<file path="config.mk">
export PLATFORM = sky130hd
export DESIGN_NAME = dut_stream_bridge_flat
export DESIGN_NICKNAME = d
export VERILOG_FILES = /design/src/rtl/dut_stream_bridge_if.sv /design/src/rtl/dut_stream_bridge.sv /design/src/flat_wrapper.sv
export SDC_FILE = /design/constraint.sdc
export NUM_CORES = 1
export LEC_CHECK = 0
export ABC_CLOCK_PERIOD_IN_PS = 7100
export CAP_MARGIN = 20
export CORE_ASPECT_RATIO = 1.25
export CORE_MARGIN = 1.5
export CORE_UTILIZATION = 45
export CTS_BUF_LIST = sky130_fd_sc_hd__clkbuf_2 sky130_fd_sc_hd__clkbuf_4 sky130_fd_sc_hd__clkbuf_8
export CTS_CLUSTER_DIAMETER = 150
export DETAILED_ROUTE_END_ITERATION = 10
export GPL_TIMING_DRIVEN = 0
export PLACE_DENSITY_LB_ADDON = 0.05
export REMOVE_ABC_BUFFERS = 1
export SLEW_MARGIN = 10
export SYNTH_ARGS = -nofsm -noshare
export SYNTH_HDL_FRONTEND = slang
export SYNTH_SLANG_ARGS = --single-unit
</file>
<file path="constraint.sdc">
create_clock -name clk -period 7.1 [get_ports clk]
set_input_delay 0.71 -clock clk [delete_from_list [all_inputs] [get_ports clk]]
set_output_delay 0.71 -clock clk [all_outputs]
set_load 0.02 [all_outputs]
</file>
<file path="src/rtl/dut_stream_bridge_if.sv">
// dut_stream_bridge_if: AXI-stream bundle (data, keep, last, valid, ready) with master/slave views
interface dut_stream_bridge_if #(
    parameter int W = 32
);
    logic [W-1:0]   tdata;
    logic [W/8-1:0] tkeep;
    logic           tlast;
    logic           tvalid;
    logic           tready;
    modport master (output tdata, tkeep, tlast, tvalid, input tready);
    modport slave  (input tdata, tkeep, tlast, tvalid, output tready);
endinterface

</file>
<file path="src/rtl/dut_stream_bridge.sv">
// dut_stream_bridge: DMA stream -> fixed-latency DUT -> buffered result stream with framing; DSB_SIGN_EXT_EN selects sign extension of results
module dut_stream_bridge #(
    parameter int IN_W       = 16,
    parameter int OUT_W      = 16,
    parameter int AXIS_W     = 32,
    parameter int DUT_LAT    = 4,
    parameter int FIFO_DEPTH = 16,
    parameter int FRAME_LEN  = 1024
) (
    input  logic                 clk,
    input  logic                 rst,
    input  logic                 enable,
    dut_stream_bridge_if.slave   s_axis,
    output logic [IN_W-1:0]      dut_din,
    output logic                 dut_din_vld,
    input  logic [OUT_W-1:0]     dut_dout,
    dut_stream_bridge_if.master  m_axis,
    output logic                 busy
);
    localparam int AW = $clog2(FIFO_DEPTH);
    localparam int CW = AW + 1;
    localparam int BW = $clog2(FRAME_LEN + 1);

    typedef enum logic [1:0] {IDLE, RUN, DRAIN} state_t;

    state_t              r_state, w_state_nxt;
    logic [AXIS_W-1:0]   r_mem [FIFO_DEPTH];
    logic [AW-1:0]       r_wr_ptr, r_rd_ptr;
    logic [CW-1:0]       r_cnt, r_infl;
    logic [DUT_LAT-1:0]  r_dly;
    logic [BW-1:0]       r_beat;
    logic [IN_W-1:0]     r_din;
    logic                r_din_vld;
    logic                w_s_rdy, w_s_acc, w_m_acc, w_wr, w_we, w_empty, w_full, w_final, w_last;
    logic [AXIS_W-1:0]   w_ext;

`ifdef DSB_SIGN_EXT_EN
    assign w_ext = AXIS_W'($signed(dut_dout));
`else
    assign w_ext = AXIS_W'(dut_dout);
`endif

    // Credit: buffered plus in-flight samples never exceed the FIFO, so a write always finds room
    assign w_s_rdy = (r_state == RUN) && (({1'b0, r_cnt} + {1'b0, r_infl}) < (CW+1)'(FIFO_DEPTH));
    assign w_s_acc = s_axis.tvalid && w_s_rdy;
    assign w_empty = (r_cnt == '0);
    assign w_full  = (r_cnt == CW'(FIFO_DEPTH));
    assign w_m_acc = !w_empty && m_axis.tready;
    assign w_wr    = r_dly[DUT_LAT-1];
    assign w_we    = w_wr && (!w_full || w_m_acc);
    assign w_final = (r_state == DRAIN) && (r_cnt == CW'(1)) && (r_infl == '0);
    assign w_last  = !w_empty && ((r_beat == BW'(FRAME_LEN - 1)) || w_final);

    assign s_axis.tready = w_s_rdy;
    assign m_axis.tvalid = !w_empty;
    assign m_axis.tdata  = w_empty ? '0 : r_mem[r_rd_ptr];
    assign m_axis.tkeep  = '1;
    assign m_axis.tlast  = w_last;
    assign dut_din       = r_din;
    assign dut_din_vld   = r_din_vld;
    assign busy          = (r_state != IDLE);

    // State register
    always_ff @(posedge clk) begin
        if (rst) r_state <= IDLE;
        else     r_state <= w_state_nxt;
    end

    // Next state: drain only finishes once nothing is in flight or buffered
    always_comb begin
        w_state_nxt = r_state;
        case (r_state)
            IDLE:    w_state_nxt = enable ? RUN : IDLE;
            RUN:     w_state_nxt = enable ? RUN : DRAIN;
            DRAIN:   w_state_nxt = (r_infl == '0 && w_empty) ? IDLE : DRAIN;
            default: w_state_nxt = IDLE;
        endcase
    end

    // Register accepted sample and its one-cycle strobe toward the DUT
    always_ff @(posedge clk) begin
        if (rst) begin
            r_din     <= '0;
            r_din_vld <= 1'b0;
        end else begin
            r_din_vld <= w_s_acc;
            if (w_s_acc) r_din <= s_axis.tdata[IN_W-1:0];
        end
    end

    // Strobe delay line matching DUT latency, plus count of samples not yet buffered
    always_ff @(posedge clk) begin
        if (rst) begin
            r_dly  <= '0;
            r_infl <= '0;
        end else begin
            r_dly  <= DUT_LAT'({r_dly, r_din_vld});
            r_infl <= r_infl + CW'(w_s_acc) - CW'(w_wr);
        end
    end

    // FIFO storage
    always_ff @(posedge clk) begin
        if (w_we) r_mem[r_wr_ptr] <= w_ext;
    end

    // FIFO pointers and occupancy
    always_ff @(posedge clk) begin
        if (rst) begin
            r_wr_ptr <= '0;
            r_rd_ptr <= '0;
            r_cnt    <= '0;
        end else begin
            r_wr_ptr <= r_wr_ptr + AW'(w_we);
            r_rd_ptr <= r_rd_ptr + AW'(w_m_acc);
            r_cnt    <= r_cnt + CW'(w_we) - CW'(w_m_acc);
        end
    end

    // Output beat counter, cleared after every tlast beat
    always_ff @(posedge clk) begin
        if (rst)          r_beat <= '0;
        else if (w_m_acc) r_beat <= w_last ? '0 : r_beat + BW'(1);
    end
endmodule

</file>
<file path="src/flat_wrapper.sv">
// flat-port wrapper written by rule: the top's interface ports become plain ports
module dut_stream_bridge_flat 
#(
    parameter int IN_W       = 16,
    parameter int OUT_W      = 16,
    parameter int AXIS_W     = 32,
    parameter int DUT_LAT    = 4,
    parameter int FIFO_DEPTH = 16,
    parameter int FRAME_LEN  = 1024
)
  (clk, rst, enable, dut_din, dut_din_vld, dut_dout, busy, s_axis_tdata, s_axis_tkeep, s_axis_tlast, s_axis_tvalid, s_axis_tready, m_axis_tdata, m_axis_tkeep, m_axis_tlast, m_axis_tvalid, m_axis_tready);
  dut_stream_bridge_if #(.W(32)) s_axis_i ();
  dut_stream_bridge_if #(.W(32)) m_axis_i ();
  input  logic clk;
  input  logic rst;
  input  logic enable;
  output logic [IN_W-1:0] dut_din;
  output logic dut_din_vld;
  input  logic [OUT_W-1:0] dut_dout;
  output logic busy;
  input wire logic [$bits(s_axis_i.tdata)-1:0] s_axis_tdata;
  input wire logic [$bits(s_axis_i.tkeep)-1:0] s_axis_tkeep;
  input wire logic [$bits(s_axis_i.tlast)-1:0] s_axis_tlast;
  input wire logic [$bits(s_axis_i.tvalid)-1:0] s_axis_tvalid;
  output wire logic [$bits(s_axis_i.tready)-1:0] s_axis_tready;
  output wire logic [$bits(m_axis_i.tdata)-1:0] m_axis_tdata;
  output wire logic [$bits(m_axis_i.tkeep)-1:0] m_axis_tkeep;
  output wire logic [$bits(m_axis_i.tlast)-1:0] m_axis_tlast;
  output wire logic [$bits(m_axis_i.tvalid)-1:0] m_axis_tvalid;
  input wire logic [$bits(m_axis_i.tready)-1:0] m_axis_tready;
  assign s_axis_i.tdata = s_axis_tdata;
  assign s_axis_i.tkeep = s_axis_tkeep;
  assign s_axis_i.tlast = s_axis_tlast;
  assign s_axis_i.tvalid = s_axis_tvalid;
  assign s_axis_tready = s_axis_i.tready;
  assign m_axis_tdata = m_axis_i.tdata;
  assign m_axis_tkeep = m_axis_i.tkeep;
  assign m_axis_tlast = m_axis_i.tlast;
  assign m_axis_tvalid = m_axis_i.tvalid;
  assign m_axis_i.tready = m_axis_tready;
  dut_stream_bridge #(.IN_W(IN_W), .OUT_W(OUT_W), .AXIS_W(AXIS_W), .DUT_LAT(DUT_LAT), .FIFO_DEPTH(FIFO_DEPTH), .FRAME_LEN(FRAME_LEN)) u_core (.clk(clk), .rst(rst), .enable(enable), .s_axis(s_axis_i), .dut_din(dut_din), .dut_din_vld(dut_din_vld), .dut_dout(dut_dout), .m_axis(m_axis_i), .busy(busy));
endmodule
</file>
# After elaboration in Yosys (flattened, before gate mapping)
# Memories as Yosys holds them, arrays and structs flattened. A register that Yosys moved wholly into a read port is not among the register bits.
# Index checks and enable logic that the tools add are counted.
# word_totals
ramBits	256
in_bits	58
n_memories	1
reg_bits	52
mem_bits_ro	0
latchBits	0
wordCells	49
# mem_list
name	words	width	rd	rd_clocked_by_memory_dff	write_ports	line	rtl
u_core.r_mem	16	16	1	1	1	dut_stream_bridge.sv:27	logic [AXIS_W-1:0] r_mem [FIFO_DEPTH];
# op_classes
div	0
add_sub_neg	8
reduce_logical	16
muxes	9
multipliers	0
magnitude_cmp	1
bitwise_logic	0
shift	0
eq_ne	5
# ops
operator	count
$mux 32	1
$add 11x1->11 const B	1
$eq 11x10->1 const B	1
$mux 11	1
$add 5x1->5	2
$logic_not 5->1	2
$sub 5x1->5	2
$add 4x1->4	2
$logic_and 1x1->1	8
$add 5x5->6	1
$lt 6x5->1 const B	1
$pmux 2 s3	1
$eq 5x1->1 const B	1
$eq 5x5->1 const B	1
$mux 2	2
$mux 4	1
$mux 1	3
$eq 2x1->1 const B	1
$eq 2x2->1 const B	1
$logic_not 1->1	2
$logic_not 2->1	1
$logic_or 1x1->1	2
$reduce_bool 2->1	1

# Longest topological paths before layout
# Gate-level depths: netlist of run 1.
# logic_depth
ltp_word	7
ltp_mapped	15
mapped_depth_nobuf	15

# Worst setup path after synthesis of run 1
# Ideal clock, no wire load.
# synth_path
kind	register -> register
start	register u_core.r_cnt[2]
end	memory u_core.r_mem[0][0] (netlist bit), enable pin
arrival_ns	2.619
path_stages_with_launch	7
t_required_ns	6.691
setup_slack_ns	4.072
n_path_buf	0
cell_sequence	dfxtp_1 -> inv_1 -> ha_1 -> nor2b_1 -> a41oi_2 -> or3b_1 -> nor3_1
# synth_via
elab_chain_len	7
elab_cells_between_ends	9
classes_between	eq/ne: 1; mux: 2; reduce/logical: 6
# synth_lines
element	line	rtl
start: declaration	dut_stream_bridge.sv:29	logic [CW-1:0] r_cnt, r_infl;
start signal: assignment	dut_stream_bridge.sv:116	r_cnt <= r_cnt + CW'(w_we) - CW'(w_m_acc);
$logic_not 5->1	dut_stream_bridge.sv:46	assign w_empty = (r_cnt == '0);
$logic_not 1->1	dut_stream_bridge.sv:48	assign w_m_acc = !w_empty && m_axis.tready;
$logic_and 1x1->1	dut_stream_bridge.sv:48	
$logic_or 1x1->1 *	dut_stream_bridge.sv:50	assign w_we = w_wr && (!w_full || w_m_acc);
$logic_and 1x1->1 *	dut_stream_bridge.sv:50	
$mux 1 *	dut_stream_bridge.sv:104	if (w_we) r_mem[r_wr_ptr] <= w_ext;
$mux 1 (not written as such) *	dut_stream_bridge.sv:104	
end: declaration	dut_stream_bridge.sv:27	
# Every way passes the cells marked *; elsewhere a longest branch is shown, timed or not.

# Worst setup path after layout of run 1
# layout_path
start	register u_core.r_cnt[3]
end	output port m_axis_tdata[14]
# layout_via
elab_chain_len	2
# layout_lines
element	line	rtl
$logic_not 5->1	dut_stream_bridge.sv:46	
$mux 32	dut_stream_bridge.sv:56	assign m_axis.tdata = w_empty ? '0 : r_mem[r_rd_ptr];
end: declaration	flat_wrapper.sv:26	output wire logic [$bits(m_axis_i.tdata)-1:0] m_axis_tdata;
# Every way passes these cells.

==> flow_metrics.py, run 1 <==
metrics = {
    "outcome": {
        "outcome": "complete, no violations",
    },
    "clock_network": {
        "cts_tree": "built",
        "cts_resized": 0,
        "cts_hold_buf": 0,
        "cts.sinks": 308,
        "clk_latency_ns": 0.56,
        "clk_path_buf_depth": 3,
        "clock_tree.root_cell": "clkbuf_8",
        "numCtsBuffers": 47,
        "cts.reportedPaths.clkPinSlew_ns": 0.06,
        "post_cts_buffers": 0,
        "h-tree-depth": 2,
    },
    "grt": {
        "grt_overflow": 0,
        "grt_usage_pct": 19.0,
        "antenna_found_initial": 0,
        "grt_pass1_wl_mm": 41.6,
        "grt_start_max_net_pins": 52,
        "grt_pass1_vias": 7280,
    },
    "route": {
        "via_per_inst": 5.61,
        "drc_errors": 0,
        "drt-total-wl_mm": 27.0,
        "drt_iter0_drc": 417,
        "detail-route-antenna-nets": 0,
        "dr_total_vias": 6798,
        "drt-pass1-iter-count": 5,
        "post_drt_wl_per_cell_um": 22.3,
    },
    "floorplan": {
        "fp.dieW_um": 152,
        "die_area_um2": 28900,
        "fp-row-count": 68,
        "start_util_pct": 45.6,
        "die_height_um": 190,
        "num_io_pins": 115,
        "core_region_area_um2": 27600,
    },
    "synthesis": {
        "ys.flop_type": "edfxtp_1",
        "netlist_area_um2": 12600,
        "synth_cells": 730,
        "ys_types": 57,
        "avgSynthCellArea_um2": 17.2,
        "synthArstFlopShare_pct": 0,
        "synth_edf_count": 256,
        "yosysWarnings": 0,
        "ys_seq_area_share_pct": 69.4,
        "ys_ff_latch": 308,
    },
    "power": {
        "leakagePower_uw": 0.00469,
        "pwr-share-clk_pct": 30.9,
        "switchingPower_uw": 1230,
        "p_sw_share_pct": 27.6,
        "p_int_uw": 3240,
        "seqPwrFrac_pct": 46.6,
        "combPwrFrac_pct": 22.5,
        "p_per_area_nw_per_um2": 303,
        "totalPowerFinal_uw": 4470,
        "vdd.ir_drop.worst_v": 0.000165,
    },
    "critical_path": {
        "cp_top_family": "simple AND/OR/NAND/NOR gates",
        "path_buf_inv": 3,
        "cp_data_arrival_time_ns": 3.49,
        "r2r-start": "u_core.r_cnt[3]$_SDFF_PP0_",
        "critPathMaxFanout": 16,
        "startpoint_type": "flop",
        "crit_slowest_cell": "nand2b_1",
        "critPathCaptureType": "output port",
        "crit_required_ns": 6.39,
        "path_cells": "inv_1, ha_1, nor4b_2, inv_2, nand2b_1, o22ai_1, clkdlybuf4s50_1",
        "crit_path_start": "u_core.r_cnt[3]$_SDFF_PP0_",
        "max_stage_delay_ns": 0.88,
        "crit_type": "reg -> out",
    },
    "min_path": {
        "hp-start": "u_core.r_dly[0]$_SDFF_PP0_",
        "hold_class": "reg -> reg",
    },
    "timing": {
        "fin_crit_ns": 4.20,
        "setup-tns-final_ns": 0,
        "skew_ns": 0.0145,
        "drv_slew": 0,
        "hold_viol": 0,
        "rsz0062_at_grt": "no",
        "slew_headroom_pct": 18.0,
        "worstMarginPinSlew_ns": 1.23,
        "fmax_mhz": 238,
        "setup_viol": 0,
        "post-route-period-util_pct": 59.2,
    },
    "finish": {
        "drive_above_1_share_pct": 21.9,
        "fin_nets": 911,
        "nFillCells": 2273,
        "seqCellArea_um2": 8740,
        "diodes": 0,
        "area_delta_synth_final_pct": 17.5,
        "multi_input_area_um2": 3550,
    },
    "place": {
        "gp_congestion": 0.767,
        "dp_hpwl_mm": 16.3,
        "portBuffers": 73,
    },
    "flow_run": {
        "max_cap_viol_count": 0,
    },
}
## metal layers
metal	routed length, um	vias up	share of wire [%]	GRT usage (%)
li1	-	3065	-	-
met1	11400	3522	42	24.4
met2	13800	166	51	32.8
met3	1160	45	4.3	3.49
met4	624	0	2.3	6.58
met5	0	-	0	0
## final cells by class
class	instances	share of cell area, %
clock inverter	14	0.407
inverter	21	0.534
tap	350	2.97
multi-input combinational	359	24.1
timing repair buffer	93	7.36
sequential	308	59.2
clock buffer	67	5.48
## per-stage QoR
step	std cells	setup slack, ns	area (um^2)	hold slack [ns]	util (%)
2_1_floorplan	688	2.65	12300	0.414	-
3_3_place_gp	1111	0.647	13500	0.423	48.8
3_5_place_dp	1130	3.37	13900	0.424	50.4
4_1_cts	1211	2.83	14800	0.438	53.5
5_1_grt	1212	2.79	14800	0.448	53.6
6_report	1212	2.90	14800	0.435	53.6
## cell usage in the layout, fill, tap and decap left out, types with 6 or more instances in the layout
master / count
edfxtp_1: 256
clkdlybuf4s50_1: 72
mux4_2: 64
clkbuf_8: 49
dfxtp_1: 49
mux2i_1: 32
a21oi_1: 31
nand4_1: 25
ha_1: 21
conb_1: 20
inv_1: 19
clkbuf_4: 18
o21ai_0: 17
nor2b_1: 16
o22ai_1: 16
nor2_1: 13
nand2_1: 10
buf_6: 10
nand3_1: 9
nor2_2: 8
clkinv_1: 8
buf_16: 8
nor3_1: 7
clkinv_2: 6
## power groups by stage
stage	sequential (uW)	combinational (uW)	clock [uW]
final	2080	1010	1380
after global routing	2100	1090	1500
after detailed placement	2130	1020	0
after global placement	2210	960	0
after floorplan	2150	645	0
after CTS	2090	1030	1420
## flip-flops by register name (all words and copies together) (netlist names)
signal              flops
u_core.dut_din         16
u_core.r_cnt            5
u_core.r_wr_ptr         4
u_core.r_rd_ptr         4
u_core.r_beat          11
u_core.r_dly            4
u_core.dut_din_vld      1
u_core.r_state          2
u_core.r_infl           5
u_core.r_mem          256
## kinds of logic (layout without fill, tap and decap cells)
| group | after synthesis | count (layout) | share of synthesized area [%] |
|---|---|---|---|
| simple gates | 126 | 126 | 6.04 |
| flops | 308 | 308 | 69.4 |
| xor+xnor | 8 | 8 | 0.557 |
| other cells | 2 | 20 | 0.0598 |
| compound gates | 86 | 86 | 4.09 |
| mux | 96 | 96 | 14.0 |
| fa+ha+maj | 23 | 23 | 2.41 |
| buf+inv | 81 | 195 | 3.37 |
## synth_stat cells (2+ instances only)
master / n / area share [%]
clkbuf_1: 18 / 0.54
buf_4: 24 / 1.4
buf_2: 12 / 0.48
o21bai_1: 2 / 0.12
a21o_1: 3 / 0.18
nand4b_1: 2 / 0.14
o21ai_0: 17 / 0.68
buf_1: 4 / 0.12
dfxtp_1: 52 / 8.3
nand4_1: 25 / 1.2
nor4bb_1: 2 / 0.16
nand3_1: 9 / 0.36
a31oi_1: 3 / 0.15
or4_1: 2 / 0.12
o21ai_1: 2 / 0.080
nor3b_1: 4 / 0.24
a32oi_1: 2 / 0.14
nor3_1: 11 / 0.44
nor2b_1: 16 / 0.80
xor2_1: 4 / 0.28
buf_6: 2 / 0.18
a21oi_1: 31 / 1.2
o22ai_1: 16 / 0.80
edfxtp_1: 256 / 61
nor4b_2: 2 / 0.24
mux2i_1: 32 / 2.5
nand2_1: 10 / 0.30
nor2_1: 25 / 0.75
nand3b_1: 2 / 0.12
nand2b_1: 4 / 0.20
conb_1: 2 / 0.060
inv_1: 19 / 0.57
o21a_1: 3 / 0.18
inv_2: 2 / 0.060
fa_1: 2 / 0.32
mux4_2: 64 / 11
xnor2_1: 4 / 0.28
ha_1: 21 / 2.1
## path summary, 6_finish.rpt
check	to	depth (start not counted)	slack [ns]
setup / recovery	m_axis_tdata[14]	7	2.90
hold / removal	u_core.r_dly[1]$_SDFF_PP0_	1	0.43
setup reg to reg	u_core.r_cnt[4]$_SDFF_PP0_	15	4.03
hold reg to reg	u_core.r_dly[1]$_SDFF_PP0_	1	0.43
(Power assumes the default switching activity.)
==> inputs of run 2 (changes only) <==
--- a/config.mk
+++ b/config.mk
@@ -5,7 +5,7 @@
 export SDC_FILE = /design/constraint.sdc
 export NUM_CORES = 1
 export LEC_CHECK = 0
-export ABC_CLOCK_PERIOD_IN_PS = 7100
+export ABC_CLOCK_PERIOD_IN_PS = 4400
 export CAP_MARGIN = 20
 export CORE_ASPECT_RATIO = 1.25
 export CORE_MARGIN = 1.5
==> constraint.sdc (replaced) <==
create_clock -name clk -period 4.4 [get_ports clk]
set_input_delay 0.44 -clock clk [delete_from_list [all_inputs] [get_ports clk]]
set_output_delay 0.44 -clock clk [all_outputs]
set_load 0.02 [all_outputs]
==> results of run 2 <==
The final DEF is identical to that of run 1. Status: complete, no violations.
Among the figures that moved: setup slack after placement 3.37 ns -> 0.937 ns; setup slack after layout 2.90 ns -> 0.470 ns; hold slack 0.435 ns -> 0.252 ns; register-to-register setup slack 4.03 ns -> 1.33 ns; end point of the worst hold path u_core.r_dly[1]$_SDFF_PP0_ -> u_core.r_cnt[1]$_SDFF_PP0_; total power 4470 uW -> 7210 uW; worst IR drop on VDD 0.000165 V -> 0.000266 V
